<file path="config.mk">
export PLATFORM = sky130hd
export DESIGN_NAME = usc_rv_int_rf_wb_flat
export DESIGN_NICKNAME = d
export VERILOG_FILES = /design/src/rtl/usc_rv_int_rf_wb_if.sv /design/src/rtl/usc_rv_int_rf_wb.sv /design/src/flat_wrapper.sv
export SDC_FILE = /design/constraint.sdc
export NUM_CORES = 2
export LEC_CHECK = 0
export BUFFER_PORTS_ARGS = -buffer_cell sky130_fd_sc_hd__buf_2
export CAP_MARGIN = 15
export CORE_AREA = 5 5 463 465
export CTS_CLUSTER_DIAMETER = 30
export DETAILED_ROUTE_END_ITERATION = 7
export DIE_AREA = 0 0 468 470
export PLACE_DENSITY_LB_ADDON = 0.3
export SETUP_SLACK_MARGIN = 0.5
export SLEW_MARGIN = 40
export SYNTH_ARGS = -nofsm -noshare
export SYNTH_HDL_FRONTEND = slang
export SYNTH_SLANG_ARGS = --single-unit
</file>
<file path="constraint.sdc">
create_clock -name clk -period 42.9 [get_ports clk]
set_clock_uncertainty 0.05 [all_clocks]
set_input_delay 6.435 -clock clk [delete_from_list [all_inputs] [get_ports clk]]
set_output_delay 6.435 -clock clk [all_outputs]
set_load 0.05 [all_outputs]
</file>
<file path="src/rtl/usc_rv_int_rf_wb_if.sv">
// Bundle of allocation, writeback handshake and register-file read-side signals.
// master drives requests; slave is the register file itself.
interface usc_rv_int_rf_wb_if #(
   parameter int XLEN = 32,
   parameter int NREG = 32
);
   logic                   alloc_vld;
   logic [4:0]             alloc_atag;

   logic                   wb0_vld;
   logic [4:0]             wb0_atag;
   logic [XLEN-1:0]        wb0_data;
   logic                   wb0_rdy;

   logic                   wb1_vld;
   logic [4:0]             wb1_atag;
   logic [XLEN-1:0]        wb1_data;
   logic                   wb1_rdy;

   logic                   wb2_vld;
   logic [4:0]             wb2_atag;
   logic [XLEN-1:0]        wb2_data;
   logic                   wb2_rdy;

   logic [NREG*XLEN-1:0]   rf_entry_flat;
   logic [NREG-1:0]        busy;

   modport master (
      output alloc_vld, alloc_atag,
      output wb0_vld, wb0_atag, wb0_data,
      output wb1_vld, wb1_atag, wb1_data,
      output wb2_vld, wb2_atag, wb2_data,
      input  wb0_rdy, wb1_rdy, wb2_rdy,
      input  rf_entry_flat, busy
   );

   modport slave (
      input  alloc_vld, alloc_atag,
      input  wb0_vld, wb0_atag, wb0_data,
      input  wb1_vld, wb1_atag, wb1_data,
      input  wb2_vld, wb2_atag, wb2_data,
      output wb0_rdy, wb1_rdy, wb2_rdy,
      output rf_entry_flat, busy
   );
endinterface

</file>
<file path="src/rtl/usc_rv_int_rf_wb.sv">
// Integer register file with two write ports: wb0 owns one, wb1/wb2 share the
// other through a round-robin arbiter; also keeps the pending-write scoreboard.
module usc_rv_int_rf_wb #(
   parameter int XLEN = 32,
   parameter int NREG = 32
) (
   input  logic                 clk,
   input  logic                 reset,
   usc_rv_int_rf_wb_if.slave    bus
);
   localparam int AW = 5;

   typedef enum logic {
      PickWb1 = 1'b0,
      PickWb2 = 1'b1
   } rrSel_e;

   rrSel_e            rrPtr_q, rrPtr_d;
   logic [XLEN-1:0]   entry_q [NREG];
   logic [XLEN-1:0]   entry_d [NREG];
   logic [NREG-1:0]   busy_q, busy_d;

   logic              grant1, grant2;
   logic              portBVld;
   logic [AW-1:0]     portBAtag;
   logic [XLEN-1:0]   portBData;

   always_ff @(posedge clk or posedge reset) begin
      if (reset) begin
         rrPtr_q <= PickWb1;
         busy_q  <= '0;
         for (int i = 0; i < NREG; i++) begin
            entry_q[i] <= '0;
         end
      end else begin
         rrPtr_q <= rrPtr_d;
         busy_q  <= busy_d;
         for (int i = 0; i < NREG; i++) begin
            entry_q[i] <= entry_d[i];
         end
      end
   end

   // The pointer only moves on a real conflict, so a lone requester never steals a turn.
   always_comb begin
      rrPtr_d = rrPtr_q;
      if (bus.wb1_vld && bus.wb2_vld) begin
         rrPtr_d = (rrPtr_q == PickWb1) ? PickWb2 : PickWb1;
      end
   end

   always_comb begin
      grant1 = 1'b0;
      grant2 = 1'b0;
      if (!reset) begin
         if (bus.wb1_vld && bus.wb2_vld) begin
            grant1 = (rrPtr_q == PickWb1);
            grant2 = (rrPtr_q == PickWb2);
         end else begin
            grant1 = bus.wb1_vld;
            grant2 = bus.wb2_vld;
         end
      end
   end

   assign bus.wb0_rdy = !reset;
   assign bus.wb1_rdy = grant1;
   assign bus.wb2_rdy = grant2;

   assign portBVld  = grant1 || grant2;
   assign portBAtag = grant1 ? bus.wb1_atag : bus.wb2_atag;
   assign portBData = grant1 ? bus.wb1_data : bus.wb2_data;

   // wb0 is applied last so it overrides the shared port on a same-register collision.
   always_comb begin
      for (int i = 0; i < NREG; i++) begin
         entry_d[i] = entry_q[i];
         if (portBVld && (portBAtag == AW'(i))) begin
            entry_d[i] = portBData;
         end
         if (bus.wb0_vld && (bus.wb0_atag == AW'(i))) begin
            entry_d[i] = bus.wb0_data;
         end
      end
      entry_d[0] = '0;
   end

   // Clears come before the set so a same-cycle allocation keeps the register pending.
   always_comb begin
      busy_d = busy_q;
      for (int i = 0; i < NREG; i++) begin
         if (portBVld && (portBAtag == AW'(i))) begin
            busy_d[i] = 1'b0;
         end
         if (bus.wb0_vld && (bus.wb0_atag == AW'(i))) begin
            busy_d[i] = 1'b0;
         end
         if (bus.alloc_vld && (bus.alloc_atag == AW'(i))) begin
            busy_d[i] = 1'b1;
         end
      end
      busy_d[0] = 1'b0;
   end

   always_comb begin
      bus.rf_entry_flat = '0;
      for (int i = 0; i < NREG; i++) begin
         bus.rf_entry_flat[i*XLEN +: XLEN] = entry_q[i];
      end
   end

   assign bus.busy = busy_q;

endmodule

</file>
<file path="src/flat_wrapper.sv">
// flat-port wrapper written by rule: the top's interface ports become plain ports
module usc_rv_int_rf_wb_flat 
#(
   parameter int XLEN = 32,
   parameter int NREG = 32
)
  (clk, reset, bus_alloc_vld, bus_alloc_atag, bus_wb0_vld, bus_wb0_atag, bus_wb0_data, bus_wb1_vld, bus_wb1_atag, bus_wb1_data, bus_wb2_vld, bus_wb2_atag, bus_wb2_data, bus_wb0_rdy, bus_wb1_rdy, bus_wb2_rdy, bus_rf_entry_flat, bus_busy);
  usc_rv_int_rf_wb_if #(.XLEN(XLEN), .NREG(NREG)) bus_i ();
  input  logic clk;
  input  logic reset;
  input wire logic [$bits(bus_i.alloc_vld)-1:0] bus_alloc_vld;
  input wire logic [$bits(bus_i.alloc_atag)-1:0] bus_alloc_atag;
  input wire logic [$bits(bus_i.wb0_vld)-1:0] bus_wb0_vld;
  input wire logic [$bits(bus_i.wb0_atag)-1:0] bus_wb0_atag;
  input wire logic [$bits(bus_i.wb0_data)-1:0] bus_wb0_data;
  input wire logic [$bits(bus_i.wb1_vld)-1:0] bus_wb1_vld;
  input wire logic [$bits(bus_i.wb1_atag)-1:0] bus_wb1_atag;
  input wire logic [$bits(bus_i.wb1_data)-1:0] bus_wb1_data;
  input wire logic [$bits(bus_i.wb2_vld)-1:0] bus_wb2_vld;
  input wire logic [$bits(bus_i.wb2_atag)-1:0] bus_wb2_atag;
  input wire logic [$bits(bus_i.wb2_data)-1:0] bus_wb2_data;
  output wire logic [$bits(bus_i.wb0_rdy)-1:0] bus_wb0_rdy;
  output wire logic [$bits(bus_i.wb1_rdy)-1:0] bus_wb1_rdy;
  output wire logic [$bits(bus_i.wb2_rdy)-1:0] bus_wb2_rdy;
  output wire logic [$bits(bus_i.rf_entry_flat)-1:0] bus_rf_entry_flat;
  output wire logic [$bits(bus_i.busy)-1:0] bus_busy;
  assign bus_i.alloc_vld = bus_alloc_vld;
  assign bus_i.alloc_atag = bus_alloc_atag;
  assign bus_i.wb0_vld = bus_wb0_vld;
  assign bus_i.wb0_atag = bus_wb0_atag;
  assign bus_i.wb0_data = bus_wb0_data;
  assign bus_i.wb1_vld = bus_wb1_vld;
  assign bus_i.wb1_atag = bus_wb1_atag;
  assign bus_i.wb1_data = bus_wb1_data;
  assign bus_i.wb2_vld = bus_wb2_vld;
  assign bus_i.wb2_atag = bus_wb2_atag;
  assign bus_i.wb2_data = bus_wb2_data;
  assign bus_wb0_rdy = bus_i.wb0_rdy;
  assign bus_wb1_rdy = bus_i.wb1_rdy;
  assign bus_wb2_rdy = bus_i.wb2_rdy;
  assign bus_rf_entry_flat = bus_i.rf_entry_flat;
  assign bus_busy = bus_i.busy;
  usc_rv_int_rf_wb #(.XLEN(XLEN), .NREG(NREG)) u_core (.clk(clk), .reset(reset), .bus(bus_i));
endmodule
</file>
==> impl_metrics.tcl <==
set metrics [dict create \
    period_share_pct 34.1 \
    cp.required_ps 36420 \
    worstSetupStartpointType "input pin" \
    drc 0 \
    crit_path_cell_trace "buf_4 > buf_6 > inv_8 > and3_1 > buf_2" \
    worst_r2r_path_depth 8 \
    netlist_instances 4831 \
    power.internal_mw 3.35 \
    yosysTopAreaCell "dfrtp_1" \
    io_buffers 1147 \
    pre_cts_slack_ps 28230 \
    via_per_inst 4.80 \
    cts_made_buffers 309 \
    clock_sinks 1024 \
    power_frac_seq_pct 24.8 \
    start_util_pct 23.6 \
    crit_arrival_ps 8140 \
    yosysMostFrequentCell "nand2_1" \
    fin_cells 8987 \
    critPathMaxFanout 57 \
    cpPeakStageDelay_ps 620 \
    ys.flop_type "dfrtp_1" \
    path_clk_slew_ps 40 \
    dp.cells 8415 \
    hold_path_class "register to register" \
    crit_end "bus_wb2_rdy" \
    cts-root-buf "clkbuf_16" \
    fin_nets 6052 \
    timing.final.ws_setup_ps 28280 \
    first_pass_iters 6 \
    dp_hpwl_mm 180 \
    h-tree-depth 5 \
    reg2reg_to "u_core.bus.rf_entry_flat[51]" \
    rrSetupSlack_ps 39220 \
    p_clk_share_pct 38.8 \
    place.gp.congestion 0.790 \
    clk_latency_ps 900 \
    cap_violations 0 \
    met1_length_mm 108 \
    dr.max_layer_used "met5" \
    synth.area.top_cells "dfrtp_1 52%, mux2i_1 20%, o21ai_1 7.9%, nand2_1 7.9%, clkbuf_1 3.0%" \
    yosysSeqAreaShare_pct 52.0 \
    report.power.total_mw 5.95 \
    synth_edf_count 0 \
    power.density_nw_per_um2 87.1 \
    holdWs_ps 476 \
    dpl-instance-area_sq_um 57600 \
    wl_met3_mm 29.6 \
    cts_hold_buf 0 \
    fillers 21400 \
    coreArea_sq_um 209000 \
    ys_ff_latch 1024 \
    vias 43200 \
    switching_share_pct 43.6 \
    std_cell_rows 168 \
    synthArstFlopShare_pct 100 \
    ant_nets 0 \
    drive_gt1_share_pct 31.2 \
    synth_top_area_share_pct 52.0 \
    maxSlewViolCount 0 \
    ios 1181 \
    grt_use_total_pct 24.0 \
    grt_pass1_vias 42800 \
    maxSlewHeadroom_pct 39.3 \
    yosys-top-cells-count "1,032 x nand2_1, 1,024 x dfrtp_1, 992 x mux2i_1" \
    finalCriticalPeriod_ps 14620 \
    cts_resized 0 \
    fmax_ghz 0.0684 \
    die-height_um 470 \
    hold_viol_final 0 \
    syn_to_final_growth_pct 38.6 \
    status "finished, final reports clean" \
    ys_warn_count 0 \
    p_leak_nw 28.5 \
    grt_max_degree 74 \
    grt_pass1_wl_mm 368 \
    clk_path_buf_depth 4 \
    p_sw_mw 2.59 \
    post-cts-setup-buffers 0 \
    grt_overflow 0 \
    setup_viol 0 \
    comb_power_share_pct 36.4 \
    critPathSlowestCell "buf_6" \
    wl_mm 274 \
    fin_area_sq_um 68300 \
    irDropWorstVdd_v 0.0000688 \
    syn-mean-instance-area_sq_um 10.2 \
    die_w_um 468 \
    post_drt_wl_per_cell_um 30.4 \
    crit-reg2reg-launch "u_core.rrPtr_q" \
    setup_tns_ps 0 \
    antenna_found_initial 63 \
    drt-initial-drc-count 4328 \
    wl_met2_mm 123 \
    worstSetupPathType "input pin to output pin" \
    fin_util_pct 32.7 \
    end_kind "output pin" \
    worst_slew_pin_slew_ps 910 \
    crit_start "reset" \
    die_area_sq_um 220000 \
    syn_area_sq_um 49300 \
    rsz0062_at_grt "false" \
    ys_types 34 \
    cts_tree "built" \
]
## registers in the layout (all words and copies together) (netlist names)
register and cells:
u_core.bus.busy 31, u_core.bus.rf_entry_flat 992, u_core.rrPtr_q 1
## worst max-delay path: cells and delay by family
kind	cells	cell delay [ps]
buffers and inverters	4	1400
AND/OR/NAND/NOR	1	270
## how the worst min path moves through the flow
stage / depth (start not counted) / from / endpoint / slack, ps
3_5_place_dp: 1 / u_core.rrPtr_q / u_core.rrPtr_q / 460
4_1_cts: 1 / u_core.rrPtr_q / u_core.rrPtr_q / 470
2_1_floorplan: 1 / u_core.rrPtr_q / u_core.rrPtr_q / 420
5_1_grt: 2 / u_core.bus.busy[25] / u_core.bus.busy[25] / 490
6_report: 2 / u_core.bus.busy[25] / u_core.bus.busy[25] / 480
3_3_place_gp: 1 / u_core.rrPtr_q / u_core.rrPtr_q / 460
## cells in the final DEF, fill, tap and decap left out, types with 27 or more instances in the layout
master and count:
buf_2 1142, nand2_1 1032, dfrtp_1 1024, mux2i_1 992, o21ai_1 779, clkbuf_16 311
o21ai_0 222, buf_4 126, clkbuf_8 72, clkinv_2 60, clkbuf_1 53, bufinv_16 35
conb_1 33, nor2_4 32, a211oi_4 31, inv_1 27, o31ai_1 27
## power groups by stage
stage / registers [mW] / clock network (mW) / logic (mW)
after global routing: 1.51 / 2.39 / 2.25
after floorplan: 2.59 / 0 / 0.382
after global placement: 1.47 / 0 / 2.15
after CTS: 1.47 / 2.34 / 2.17
final: 1.48 / 2.31 / 2.16
after detailed placement: 1.47 / 0 / 2.17
## logic make-up (layout without fill, tap and decap cells)
kind of cell	Yosys count	count (layout)	synth area share, %
and+or+nand+nor	1123	1123	8.92
AOI/OAI and AO/OA	1078	1078	12.2
muxes	1024	1024	20.9
DFF	1024	1024	52.0
buffers and inverters	580	1882	6.00
other	1	50	0.00761
xor gates and xnor gates	1	1	0.0178
## metal layers
metal  up-vias  global-route usage [%]
met3       567                    8.68
met2      2499                    37.5
li1      18700                       -
met1     21400                    29.7
met5         -                       0
met4        28                    10.3
## cell type report
cell class / instances / area (sq um) / area share [%]
Inverter: 28 / 113 / 0.165
Clock buffer: 436 / 8970 / 13.1
Multi-Input combinational cell: 3259 / 21200 / 31.1
Timing Repair Buffer: 1308 / 7300 / 10.7
Clock inverter: 110 / 1520 / 2.23
Tap cell: 2805 / 3510 / 5.14
Sequential cell: 1024 / 25600 / 37.5
Antenna cell: 17 / 42.5 / 0.0623
(Power assumes the default switching activity.)
